--- src/rtl/adc_meas_pkg.sv ---
// -----------------------------------------------------------------------------
// adc_meas_pkg
// Shared definitions for the ADC wave meter: FSM state encoding and the
// default widths and Schmitt-trigger levels.
// -----------------------------------------------------------------------------
package adc_meas_pkg;

    localparam int DATA_W_D = 8;     // ADC sample width
    localparam int CNT_W_D  = 32;    // gate / clock / edge counter width
    localparam int MID_D    = 128;   // crossing mid-level
    localparam int HYST_D   = 8;     // hysteresis half-width

    typedef enum logic [1:0] {
        S_IDLE = 2'd0,
        S_ARM  = 2'd1,
        S_MEAS = 2'd2,
        S_DONE = 2'd3
    } state_t;

endpackage

--- src/rtl/schmitt_edge_det.sv ---
// -----------------------------------------------------------------------------
// schmitt_edge_det
// Registers the ADC sample, applies a hysteresis (Schmitt) level detector and
// emits a one-cycle pulse on each low-to-high level transition.
// Pin-to-rise latency is 2 cycles (ad_q register + level/pulse register).
//
// Optional macro ADC_AVG_EN: a 4-tap moving average of ad_q feeds the
// detector and the sample output, adding 1 cycle (latency 3). The history
// clears on i_clr.
//
// Ports:
//   i_clk    in   clock
//   i_rst_n  in   async active-low reset
//   i_clr    in   clear averager history (unused without ADC_AVG_EN)
//   i_data   in   raw ADC sample
//   o_samp   out  conditioned sample (ad_q or average) for min/max tracking
//   o_rise   out  one-cycle rising-crossing pulse
// -----------------------------------------------------------------------------
module schmitt_edge_det #(
    parameter int DATA_W = 8,
    parameter int MID    = 128,
    parameter int HYST   = 8
) (
    input  logic              i_clk,
    input  logic              i_rst_n,
    input  logic              i_clr,
    input  logic [DATA_W-1:0] i_data,
    output logic [DATA_W-1:0] o_samp,
    output logic              o_rise
);

    // Thresholds clamped to the representable sample range.
    localparam int DMAX = (1 << DATA_W) - 1;
    localparam int HI_I = (MID + HYST > DMAX) ? DMAX : MID + HYST;
    localparam int LO_I = (MID < HYST) ? 0 : MID - HYST;
    localparam logic [DATA_W-1:0] TH_HI = HI_I[DATA_W-1:0];
    localparam logic [DATA_W-1:0] TH_LO = LO_I[DATA_W-1:0];

    logic [DATA_W-1:0] r_ad_q;
    logic [DATA_W-1:0] w_samp;
    logic              r_lvl;
    logic              r_rise;
    logic              w_lvl_nxt;

    always_ff @(posedge i_clk or negedge i_rst_n) begin
        if (!i_rst_n) r_ad_q <= '0;
        else          r_ad_q <= i_data;
    end

`ifdef ADC_AVG_EN
    logic [DATA_W-1:0] r_h0, r_h1, r_h2, r_avg;
    logic [DATA_W+1:0] w_sum;

    assign w_sum = {2'b00, r_ad_q} + {2'b00, r_h0} + {2'b00, r_h1} + {2'b00, r_h2};

    always_ff @(posedge i_clk or negedge i_rst_n) begin
        if (!i_rst_n) begin
            r_h0  <= '0;
            r_h1  <= '0;
            r_h2  <= '0;
            r_avg <= '0;
        end else begin
            r_avg <= w_sum[DATA_W+1:2];
            if (i_clr) begin
                r_h0 <= '0;
                r_h1 <= '0;
                r_h2 <= '0;
            end else begin
                r_h0 <= r_ad_q;
                r_h1 <= r_h0;
                r_h2 <= r_h1;
            end
        end
    end

    assign w_samp = r_avg;
`else
    logic w_unused_clr;
    assign w_unused_clr = i_clr;
    assign w_samp       = r_ad_q;
`endif

    // Between the thresholds the level holds its previous value.
    always_comb begin
        w_lvl_nxt = r_lvl;
        if (w_samp >= TH_HI)      w_lvl_nxt = 1'b1;
        else if (w_samp <= TH_LO) w_lvl_nxt = 1'b0;
    end

    always_ff @(posedge i_clk or negedge i_rst_n) begin
        if (!i_rst_n) begin
            r_lvl  <= 1'b0;
            r_rise <= 1'b0;
        end else begin
            r_lvl  <= w_lvl_nxt;
            r_rise <= w_lvl_nxt & ~r_lvl;
        end
    end

    assign o_samp = w_samp;
    assign o_rise = r_rise;

endmodule

--- src/rtl/adc_wave_meter.sv ---
// -----------------------------------------------------------------------------
// adc_wave_meter
// Gated ADC waveform meter. Over a programmed gate window it counts whole
// periods (rising Schmitt crossings after the first), the clock span between
// the first and last counted crossing, and min/max sample levels.
// Frequency = f_clk * edge_cnt / clk_cnt.
//
// Optional macro ADC_AVG_EN: 4-tap moving average ahead of the detector
// (see schmitt_edge_det).
//
// Ports:
//   Clk, Rst_n        clock, async active-low reset
//   AD_Clk            ADC sample clock (= Clk)
//   AD_Data           ADC sample
//   gate_len_in       gate length in Clk cycles, latched on start
//   meas_start_pulse  one-cycle start request (ignored while busy)
//   busy              high ARM..DONE
//   meas_done         one-cycle result-valid pulse (DONE state)
//   edge_cnt          whole periods counted
//   clk_cnt           cycles between first and last counted rising crossing
//   vmax, vmin        sample extremes over the gate
//   timeout           no full period inside the gate
// -----------------------------------------------------------------------------
module adc_wave_meter
    import adc_meas_pkg::*;
#(
    parameter int DATA_W = DATA_W_D,
    parameter int CNT_W  = CNT_W_D,
    parameter int MID    = MID_D,
    parameter int HYST   = HYST_D
) (
    input  logic              Clk,
    input  logic              Rst_n,
    output logic              AD_Clk,
    input  logic [DATA_W-1:0] AD_Data,
    input  logic [CNT_W-1:0]  gate_len_in,
    input  logic              meas_start_pulse,
    output logic              busy,
    output logic              meas_done,
    output logic [CNT_W-1:0]  edge_cnt,
    output logic [CNT_W-1:0]  clk_cnt,
    output logic [DATA_W-1:0] vmax,
    output logic [DATA_W-1:0] vmin,
    output logic              timeout
);

    state_t            r_state, w_state_nxt;
    logic [CNT_W-1:0]  r_gate_work, w_gate_work_nxt;
    logic [CNT_W-1:0]  r_gate_cnt,  w_gate_cnt_nxt;
    logic [CNT_W-1:0]  r_span_cnt,  w_span_cnt_nxt;
    logic [CNT_W-1:0]  r_edges_w,   w_edges_nxt;
    logic [CNT_W-1:0]  r_last_span, w_last_nxt;
    logic [DATA_W-1:0] r_vmax_w,    w_vmax_nxt;
    logic [DATA_W-1:0] r_vmin_w,    w_vmin_nxt;
    logic              w_clr;
    logic [DATA_W-1:0] w_samp;
    logic              w_rise;
    logic              w_expire;

    logic [CNT_W-1:0]  r_edge_cnt, r_clk_cnt;
    logic [DATA_W-1:0] r_vmax, r_vmin;
    logic              r_timeout;

    assign AD_Clk = Clk;

    schmitt_edge_det #(
        .DATA_W (DATA_W),
        .MID    (MID),
        .HYST   (HYST)
    ) u_det (
        .i_clk   (Clk),
        .i_rst_n (Rst_n),
        .i_clr   (w_clr),
        .i_data  (AD_Data),
        .o_samp  (w_samp),
        .o_rise  (w_rise)
    );

    assign w_expire = (r_gate_cnt == r_gate_work);

    always_comb begin
        w_state_nxt     = r_state;
        w_gate_work_nxt = r_gate_work;
        w_gate_cnt_nxt  = r_gate_cnt;
        w_span_cnt_nxt  = r_span_cnt;
        w_edges_nxt     = r_edges_w;
        w_last_nxt      = r_last_span;
        w_vmax_nxt      = r_vmax_w;
        w_vmin_nxt      = r_vmin_w;
        w_clr           = 1'b0;

        // Extremes follow the sample during the whole gate window.
        if (r_state == S_ARM || r_state == S_MEAS) begin
            if (w_samp > r_vmax_w) w_vmax_nxt = w_samp;
            if (w_samp < r_vmin_w) w_vmin_nxt = w_samp;
        end

        case (r_state)
            S_IDLE: begin
                if (meas_start_pulse) begin
                    w_gate_work_nxt = gate_len_in;
                    w_gate_cnt_nxt  = CNT_W'(1);
                    w_span_cnt_nxt  = '0;
                    w_edges_nxt     = '0;
                    w_last_nxt      = '0;
                    w_vmax_nxt      = '0;
                    w_vmin_nxt      = '1;
                    w_clr           = 1'b1;
                    w_state_nxt     = (gate_len_in == '0) ? S_DONE : S_ARM;
                end
            end
            S_ARM: begin
                w_gate_cnt_nxt = r_gate_cnt + CNT_W'(1);
                // First crossing only opens the span; it is not a period.
                if (w_rise) begin
                    w_span_cnt_nxt = '0;
                    w_state_nxt    = S_MEAS;
                end
                if (w_expire) w_state_nxt = S_DONE;
            end
            S_MEAS: begin
                w_gate_cnt_nxt = r_gate_cnt + CNT_W'(1);
                w_span_cnt_nxt = r_span_cnt + CNT_W'(1);
                if (w_rise) begin
                    if (r_edges_w != '1) w_edges_nxt = r_edges_w + CNT_W'(1);
                    w_last_nxt = r_span_cnt + CNT_W'(1);
                end
                if (w_expire) w_state_nxt = S_DONE;
            end
            default: w_state_nxt = S_IDLE;
        endcase
    end

    always_ff @(posedge Clk or negedge Rst_n) begin
        if (!Rst_n) begin
            r_state     <= S_IDLE;
            r_gate_work <= '0;
            r_gate_cnt  <= '0;
            r_span_cnt  <= '0;
            r_edges_w   <= '0;
            r_last_span <= '0;
            r_vmax_w    <= '0;
            r_vmin_w    <= '1;
        end else begin
            r_state     <= w_state_nxt;
            r_gate_work <= w_gate_work_nxt;
            r_gate_cnt  <= w_gate_cnt_nxt;
            r_span_cnt  <= w_span_cnt_nxt;
            r_edges_w   <= w_edges_nxt;
            r_last_span <= w_last_nxt;
            r_vmax_w    <= w_vmax_nxt;
            r_vmin_w    <= w_vmin_nxt;
        end
    end

    // Results are captured from the next-state working values on DONE entry,
    // so a crossing on the final gate cycle is included and the outputs are
    // already valid while meas_done is high.
    always_ff @(posedge Clk or negedge Rst_n) begin
        if (!Rst_n) begin
            r_edge_cnt <= '0;
            r_clk_cnt  <= '0;
            r_vmax     <= '0;
            r_vmin     <= '1;
            r_timeout  <= 1'b0;
        end else if (w_state_nxt == S_DONE && r_state != S_DONE) begin
            r_edge_cnt <= w_edges_nxt;
            r_clk_cnt  <= w_last_nxt;
            r_vmax     <= w_vmax_nxt;
            r_vmin     <= w_vmin_nxt;
            r_timeout  <= (w_edges_nxt == '0);
        end
    end

    assign busy      = (r_state != S_IDLE);
    assign meas_done = (r_state == S_DONE);
    assign edge_cnt  = r_edge_cnt;
    assign clk_cnt   = r_clk_cnt;
    assign vmax      = r_vmax;
    assign vmin      = r_vmin;
    assign timeout   = r_timeout;

endmodule

--- config.mk ---
export PLATFORM = sky130hd
export DESIGN_NAME = adc_wave_meter
export DESIGN_NICKNAME = d
export VERILOG_FILES = /design/src/rtl/adc_meas_pkg.sv /design/src/rtl/schmitt_edge_det.sv /design/src/rtl/adc_wave_meter.sv
export SDC_FILE = /design/constraint.sdc
export NUM_CORES = 1
export LEC_CHECK = 0
export ABC_AREA = 0
export CORE_AREA = 3 3 180 252
export CTS_CLUSTER_SIZE = 40
export DETAILED_ROUTE_END_ITERATION = 8
export DIE_AREA = 0 0 183 255
export DONT_BUFFER_PORTS = 1
export GPL_ROUTABILITY_DRIVEN = 1
export PLACE_DENSITY = 0.41
export SYNTH_ARGS = -nofsm -noshare
export SYNTH_HDL_FRONTEND = slang
export SYNTH_HIERARCHICAL = 1
export SYNTH_SLANG_ARGS = --single-unit
--- constraint.sdc ---
create_clock -name Clk -period 4.1 [get_ports Clk]
set_input_delay 1.025 -clock Clk [delete_from_list [all_inputs] [get_ports Clk]]
set_output_delay 1.025 -clock Clk [all_outputs]
set_load 0.1 [all_outputs]
After elaboration in Yosys (flattened, before gate mapping):

Cells that the tools add are included.

* register bits: 269
* bits in latches: 0
* memory bits (writable): 0
* memory bits (read-only): 0
* input port bits: 43
* output and inout bits: 84
* word-level logic and storage cells: 74
* memories kept: 0

* add/subtract/negate cells: 3
* multipliers: 0
* divide/modulo/power cells: 0
* $lt $le $gt $ge: 4
* equality and inequality tests: 9
* shift-type cells: 0
* mux-type cells: 28
* bitwise operators: 2
* reductions and logical operators: 12

Operator list (number)
* 32-bit two-way mux: 8
* 32-bit one-hot mux with 2 select lines: 3
* 32-bit by 1-bit adder with 32-bit output (second input constant): 3
* 32-bit one-hot mux with 3 select lines: 1
* 32-bit logical NOT: 2
* 8-bit two-way mux: 8
* 32-bit equality test: 1
* 32-bit inequality test (second input constant): 1
* 2-bit two-way mux: 5
* 8-bit greater-or-equal comparator (second input constant): 1
* 8-bit > comparator: 1
* 8-bit by 7-bit <= comparator with 1-bit output (second input constant): 1
* 8-bit < comparator: 1
* 2-bit equality test (second input constant): 3
* 2-bit one-hot mux with 3 select lines: 1
* 2-bit inequality test (second input constant): 2
* 2-bit AND reduction: 2
* 2-bit nonzero test: 2
* 3-bit AND reduction: 1
* 3-bit nonzero test: 1
* 2-bit by 1-bit equality test with 1-bit output (second input constant): 1
* 2-bit logical NOT: 1
* 1-bit two-way mux: 2
* 2-bit by 1-bit inequality test with 1-bit output (second input constant): 1
* other kinds (5): 5

Logic depth before layout (Yosys ltp):

Gate-level depths: netlist (run 1).

* word-level depth: 6
* depth in mapped cells: 12
* gate-level depth less buffers: 11

Hierarchy:

Netlist (run 1), hierarchy kept.

Modules (own cells, without submodules)
* adc_wave_meter: instances 1, cells each 1281, area each 12642.1 um^2, seq. area each 6501.2 um^2
* schmitt_edge_det: instances 1, cells each 16, area each 291.5 um^2, seq. area each 250.2 um^2

==> results of run 1 <==
-- path summary, 6_finish.rpt --
check / startpoint / to / slack [ns] / cells past startpoint
max: r_edges_w[0]$_DFF_PN0_ / timeout$_DFFE_PN0P_ / 0.69 / 9
min: Rst_n / edge_cnt[25]$_DFFE_PN0P_ / 0.16 / 0
max reg2reg: r_edges_w[0]$_DFF_PN0_ / timeout$_DFFE_PN0P_ / 0.69 / 9
min reg2reg: u_det/r_lvl$_DFF_PN0_ / u_det/o_rise$_DFF_PN0_ / 0.45 / 1
max in group asynchronous: Rst_n / clk_cnt[8]$_DFFE_PN0P_ / 3.49 / 0
min in group Clk: u_det/r_lvl$_DFF_PN0_ / u_det/o_rise$_DFF_PN0_ / 0.45 / 1
-- where the power goes --
part / internal [µW] / leakage (µW) / switching [µW]
logic: 977 / 0.00229 / 1660
clock network: 1610 / 0.000482 / 1170
registers: 3220 / 0.00358 / 2060
total: 5800 / 0.00636 / 4890
-- registers in the layout, indices dropped and copies added (netlist names), 2 cells and up --
name          flops
r_gate_work      32
vmax              8
r_vmin_w          8
edge_cnt         32
r_gate_cnt       32
r_last_span      32
r_edges_w        32
u_det/o_samp      8
r_span_cnt       32
vmin              8
r_vmax_w          8
clk_cnt          32
r_state           2
-- worst max-delay path: stages, from the launching register on --
cell and delay, ns:
dfrtp_1 0.46, ha_1 0.24, and3_1 0.24, nand2_2 0.16, or4_1 0.68, o311a_1 0.34
a221o_1 0.31, nor4_2 0.46, nand4_1 0.18, o32ai_2 0.23
-- stage by stage --
| step | setup slack [ns] | hold slack [ns] | total power [µW] | cells |
|---|---|---|---|---|
| 2_1_floorplan | 0.8135 | 0.4034 | 7188 | 1297 |
| 3_3_place_gp | 0.2797 | 0.4448 | 8017 | 1813 |
| 3_5_place_dp | 0.2416 | 0.4495 | 8039 | 1813 |
| 4_1_cts | 0.6546 | 0.1203 | 10900 | 1869 |
| 5_1_grt | 0.3884 | 0.1261 | 11320 | 1869 |
| 6_report | 0.6950 | 0.1570 | 10690 | 1869 |
-- layout make-up --
cell class                      instances  area, µm²
Clock inverter                         17      202.7
Timing Repair Buffer                   26      220.2
Tap cell                              552      690.7
Fill cell                            4461      28620
Inverter                               30      112.6
Clock buffer                           39      814.5
Multi-Input combinational cell        936       5829
Sequential cell                       269       6751
-- cells in the mapped netlist, drive strengths merged, types with 5 or more instances --
| cell | instances | share of area |
|---|---|---|
| mux2 | 70 | 0.061 |
| nor3b | 5 | 0.0029 |
| a41o | 5 | 0.0039 |
| nand2 | 231 | 0.067 |
| dfrtp | 253 | 0.49 |
| and4 | 6 | 0.0041 |
| or3 | 5 | 0.0024 |
| nor2b | 5 | 0.0024 |
| mux2i | 24 | 0.019 |
| and3 | 24 | 0.012 |
| nor3 | 32 | 0.012 |
| and2 | 5 | 0.0024 |
| inv | 28 | 0.0081 |
| a41oi | 8 | 0.0054 |
| a31oi | 27 | 0.013 |
| nand3 | 54 | 0.021 |
| a21oi | 28 | 0.011 |
| xor2 | 33 | 0.022 |
| a21o | 9 | 0.0052 |
| nand4 | 28 | 0.014 |
| clkbuf | 48 | 0.014 |
| buf | 14 | 0.0054 |
| xnor2 | 53 | 0.036 |
| o21a | 5 | 0.0029 |
| nor4 | 25 | 0.013 |
| nand2b | 6 | 0.0029 |
| nor2 | 91 | 0.026 |
| ha | 22 | 0.021 |
| dfstp | 16 | 0.033 |
| o21ai | 82 | 0.032 |
-- metal layers --
| metal | vias to the layer above | routed length, µm | GRT usage |
|---|---|---|---|
| li1 | 4557 | - | - |
| met1 | 4609 | 15030 | 0.1869 |
| met2 | 170 | 17030 | 0.2565 |
| met3 | 51 | 1652 | 0.02772 |
| met4 | 0 | 872 | 0.04312 |
| met5 | - | 0 | 0 |
-- kinds of logic (layout without fill, tap and decap cells) --
group / Yosys count / in the layout / synth area share
simple gates: 529 / 529 / 0.1896
xor+xnor: 86 / 86 / 0.05824
mux: 94 / 94 / 0.07952
flops: 269 / 269 / 0.5220
fa+ha+maj: 22 / 22 / 0.02128
buf+inv: 92 / 112 / 0.02805
compound gates: 205 / 205 / 0.1013
==> out/metrics.yaml, run 1 <==
clk_latency_ns: 0.58
clock_sinks: 269
grt_pass1_wl_mm: 55.19
coreArea_um2: 43240
cp.required_ns: 4.58
skew_ns: 0.01742
synth-edff-count: 0
die_x_um: 183
slew_headroom: 0.2856
die_y_um: 255
area_growth_pct: 13.05
ys_ff_latch: 269
design_area_um2: 14620
grt_use_total: 0.1473
wire_per_inst_um: 18.51
grt_max_degree: 270
slew_viol_final: 0
num_rows: 90
fin_setup_tns_ns: 0
startpoint_type: "flop"
synthFlopType: "dfrtp_1"
post-route-util: 0.3381
layout_commonest_cell: "dfrtp_1"
hpwlAfterDp_mm: 23.70
drc: 0
worst_pin_slew_ns: 1.072
power.density_nw_per_um2: 731.1
grt_pass1_vias: 9485
peakVddDrop_mv: 0.3593
period_share: 0.8305
yosysWarnings: 6
synth_area_per_cell_um2: 9.972
dieArea_um2: 46670
placed_cell_area_um2: 13600
cts.htree.levels: 1
end_kind: "flop"
drv_cap: 0
vias_per_cell: 5.022
path_clk_slew_ns: 0.07
setup_viol: 0
synth.distinct_cells: 64
drt_pass1_iterations: 4
status: "completed"
netlist_instances: 1297
post-cts-setup-buffer-count: 0
holdBufCountCts: 0
fmax_ghz: 0.2937
critPathKind: "reg -> reg"
p_leak_uw: 0.006356
netlist_area_um2: 12930
root_buffer: "clkbuf_16"
synth_seq_area_share: 0.5220
hold_path_class: "in -> async"
gp_congestion: 0.7723
rsz0062_at_grt: "false"
io_buffers: 0
hold_violations: 0
min_period_ns: 3.405
gr-total-overflow: 0
drt_wl_total_mm: 34.59
drive_above_1_share: 0.1359
cts_buffers: 30
drt_iter0_drc: 463
postSynth.asyncResetShare: 1.000
drtAntennaViolNets: 0
cts_buffer_depth: 3
num_vias: 9387
ios: 127
cp.arrival_ns: 3.88
nets: 1358
antennaDiodeCount: 0
start_util: 0.2991
layout_common_cells: "253 x dfrtp_1, 230 x nand2_1, 91 x nor2_1, 79 x o21ai_0, 70 x mux2_2"
cp_max_fo: 10
grt_antenna_before_repair: 0
post_cts_resize_count: 0
cts_tree: "done"
syn_nets: 1362
No activity file was read; power rests on OpenSTA's default activity.
==> inputs of run 2 (changes only) <==
clock period = 3.3 ns   (was 4.1 ns; I/O delays follow)
==> run 2 against run 1 <==
Effect of this change:
- the run now ends with hold timing left
- flip-flop and latch count unchanged
- via count is 0.54% higher
- first-iteration DRC count increased by 22%
- fmax grew 9.5%
- register-to-register slack lost 0.50 ns
- worst setup slack worse by 0.50 ns
- highest routed layer unchanged
==> out/metrics.yaml, run 2 (synthesis gave the netlist of run 1 again) <==
cp.required_ns: 3.77  # was 4.58 ns
slew_viol_final: 0  # unchanged
dp_cells: 1837  # was 1813
p_comb_frac: 0.253  # was 0.247
slew_headroom: 0.2943  # was 0.2856
power.share.clock: 0.261  # was 0.260
cp_max_fo: 8  # was 10
instances_no_fill: 1890  # was 1869
p_int_uw: 7428  # was 5802 µW
drv_cap: 0  # unchanged
layout_common_cells: "253 x dfrtp_1, 230 x nand2_1, 91 x nor2_1, 79 x o21ai_0, 70 x mux2_2"  # unchanged
path_clk_slew_ns: 0.07  # about the same
drive_above_1_share: 0.1547  # was 0.1359
grt_antenna_before_repair: 0  # unchanged
root_buffer: "clkbuf_16"  # unchanged
grt_use_total: 0.1478  # was 0.1473
drt_pass1_iterations: 5  # was 4
drt_iter0_drc: 563  # was 463
top_usage_layer: "met2"  # unchanged
clock_sinks: 269  # unchanged
startpoint_type: "flop"  # unchanged
wire_per_inst_um: 18.39  # was 18.51 µm
vias_per_cell: 4.994  # was 5.022
swShare: 0.4492  # was 0.4573
power_switching_uw: 6057  # was 4888 µW
hold_slack_ns: -0.03515  # was 0.1570 ns
gr-total-overflow: 0  # unchanged
grt_use_met2: 0.2596  # was 0.2565
end_kind: "flop"  # unchanged
period_share: 0.9419  # was 0.8305
num_vias: 9438  # was 9387
worst_pin_slew_ns: 1.054  # was 1.072 ns
grt_util_met3: 0.02886  # was 0.02772
ios: 127  # unchanged
die_x_um: 183  # unchanged
seq_power_share: 0.486  # was 0.494
power.density_nw_per_um2: 907.5  # was 731.1 nW/µm²
min_period_ns: 3.108  # was 3.405 ns
post-cts-setup-buffer-count: 0  # unchanged
area_growth_pct: 14.89  # was 13.05%
coreArea_um2: 43240  # unchanged
dieArea_um2: 46670  # unchanged
rrSetupSlack_ns: 0.19  # was 0.69 ns
grt_max_degree: 270  # unchanged
fmax_ghz: 0.3217  # was 0.2937 GHz
drt_wl_total_mm: 34.75  # was 34.59 mm
hpwlAfterDp_mm: 24.00  # was 23.70 mm
num_rows: 90  # unchanged
cts_tree: "done"  # unchanged
cts_buffers: 29  # was 30
drtAntennaViolNets: 0  # unchanged
drc: 0  # unchanged
p_leak_uw: 0.006513  # was 0.006356 µW
cts.htree.levels: 1  # unchanged
io_buffers: 0  # unchanged
clk_latency_ns: 0.56  # was 0.58 ns
setup_viol: 0  # unchanged
antennaDiodeCount: 0  # unchanged
skew_ns: 0.01535  # was 0.01742 ns
start_util: 0.2991  # unchanged
status: "finished with violations"  # was completed
peakVddDrop_mv: 0.4506  # was 0.3593 mV
gp_congestion: 0.8247  # was 0.7723
grt_pass1_vias: 9622  # was 9485
hold_path_class: "in -> async"  # unchanged
critPathKind: "reg -> reg"  # unchanged
die_y_um: 255  # unchanged
violations: "hold timing"
grt_pass1_wl_mm: 55.52  # was 55.19 mm
hold_violations: 66  # was 0
nets: 1381  # was 1358
cp.arrival_ns: 3.58  # was 3.88 ns
layout_commonest_cell: "dfrtp_1"  # unchanged
rsz0062_at_grt: "false"  # unchanged
cts_buffer_depth: 3  # unchanged
grt_util_met1: 0.1874  # was 0.1869
==> run 2: cell count changes in the layout (fill, tap and decap cells not counted), moves of 2 or more <==
cell / before / now
buf_4: 24 / 45
buf_12: 2 / 5
clkbuf_1: 6 / 1
clkinv_2: 3 / 5
inv_6: 3 / 1
clkbuf_8: 3 / 8
clkinvlp_4: 5 / 3
==> run 2: final cells by class <==
class / count / area (µm²)
Sequential cell: 269 / 6751
Multi-Input combinational cell: 936 / 5833
Clock inverter: 15 / 193.9
Tap cell: 552 / 690.7
Inverter: 30 / 112.6
Clock buffer: 38 / 839.6
Timing Repair Buffer: 50 / 437.9
Fill cell: 4418 / 28380
==> run 2: metrics by stage <==
step                      total power [µW]  TNS (ns)  cell area (µm²)    util  worst slack (ns)
after floorplan                       8930         0            12930       -            0.2395
after global placement               10100    -10.17            13820  0.3196           -0.2391
after detailed placement             10120    -9.842            13820  0.3196           -0.2533
after CTS                            13740         0            14860  0.3435            0.1467
after global routing                 14280         0            14860  0.3436           0.02394
final                                13480         0            14860  0.3436            0.1918
==> run 2: path summary, 6_finish.rpt <==
| path | start | endpoint | cells after the start |
|---|---|---|---|
| worst max-delay path | r_edges_w[10]$_DFF_PN0_ | timeout$_DFFE_PN0P_ | 8 |
| worst min-delay path | Rst_n | edge_cnt[25]$_DFFE_PN0P_ | 0 |
| worst max register to register | r_edges_w[10]$_DFF_PN0_ | timeout$_DFFE_PN0P_ | 8 |
| worst min register to register | u_det/r_lvl$_DFF_PN0_ | u_det/o_rise$_DFF_PN0_ | 1 |
| max in group asynchronous | Rst_n | vmin[3]$_DFFE_PN1P_ | 0 |
| min in group Clk | AD_Data[3] | u_det/o_samp[3]$_DFF_PN0_ | 0 |
==> run 2: power groups by stage <==
stage | clock network (µW) | registers (µW) | logic (µW)
finish | 3520 | 6550 | 3410
global route | 3800 | 6660 | 3820
floorplan | 114 | 6380 | 2430
detailed placement | 0 | 6630 | 3490
global placement | 0 | 6630 | 3470
CTS | 3660 | 6580 | 3500
==> run 2: worst max-delay path: stages (launching register included) <==
cell	delay, ns
dfrtp_1	0.43
and3_1	0.27
and4_1	0.31
a31oi_1	0.87
a21o_1	0.20
a31oi_1	0.14
nor4_1	0.34
nand3_1	0.18
o32ai_2	0.27
==> run 2: timing repair <==
item,CTS,global route
setup endpoints to repair,0,9
hold endpoints to repair,253,165
gates resized for setup,0,2
==> run 2: layer usage <==
| metal | part of all wire | wire (µm) |
|---|---|---|
| met1 | 0.43 | 14980 |
| met2 | 0.50 | 17470 |
| met3 | 0.047 | 1629 |
| met4 | 0.020 | 681 |
| met5 | 0 | 0 |
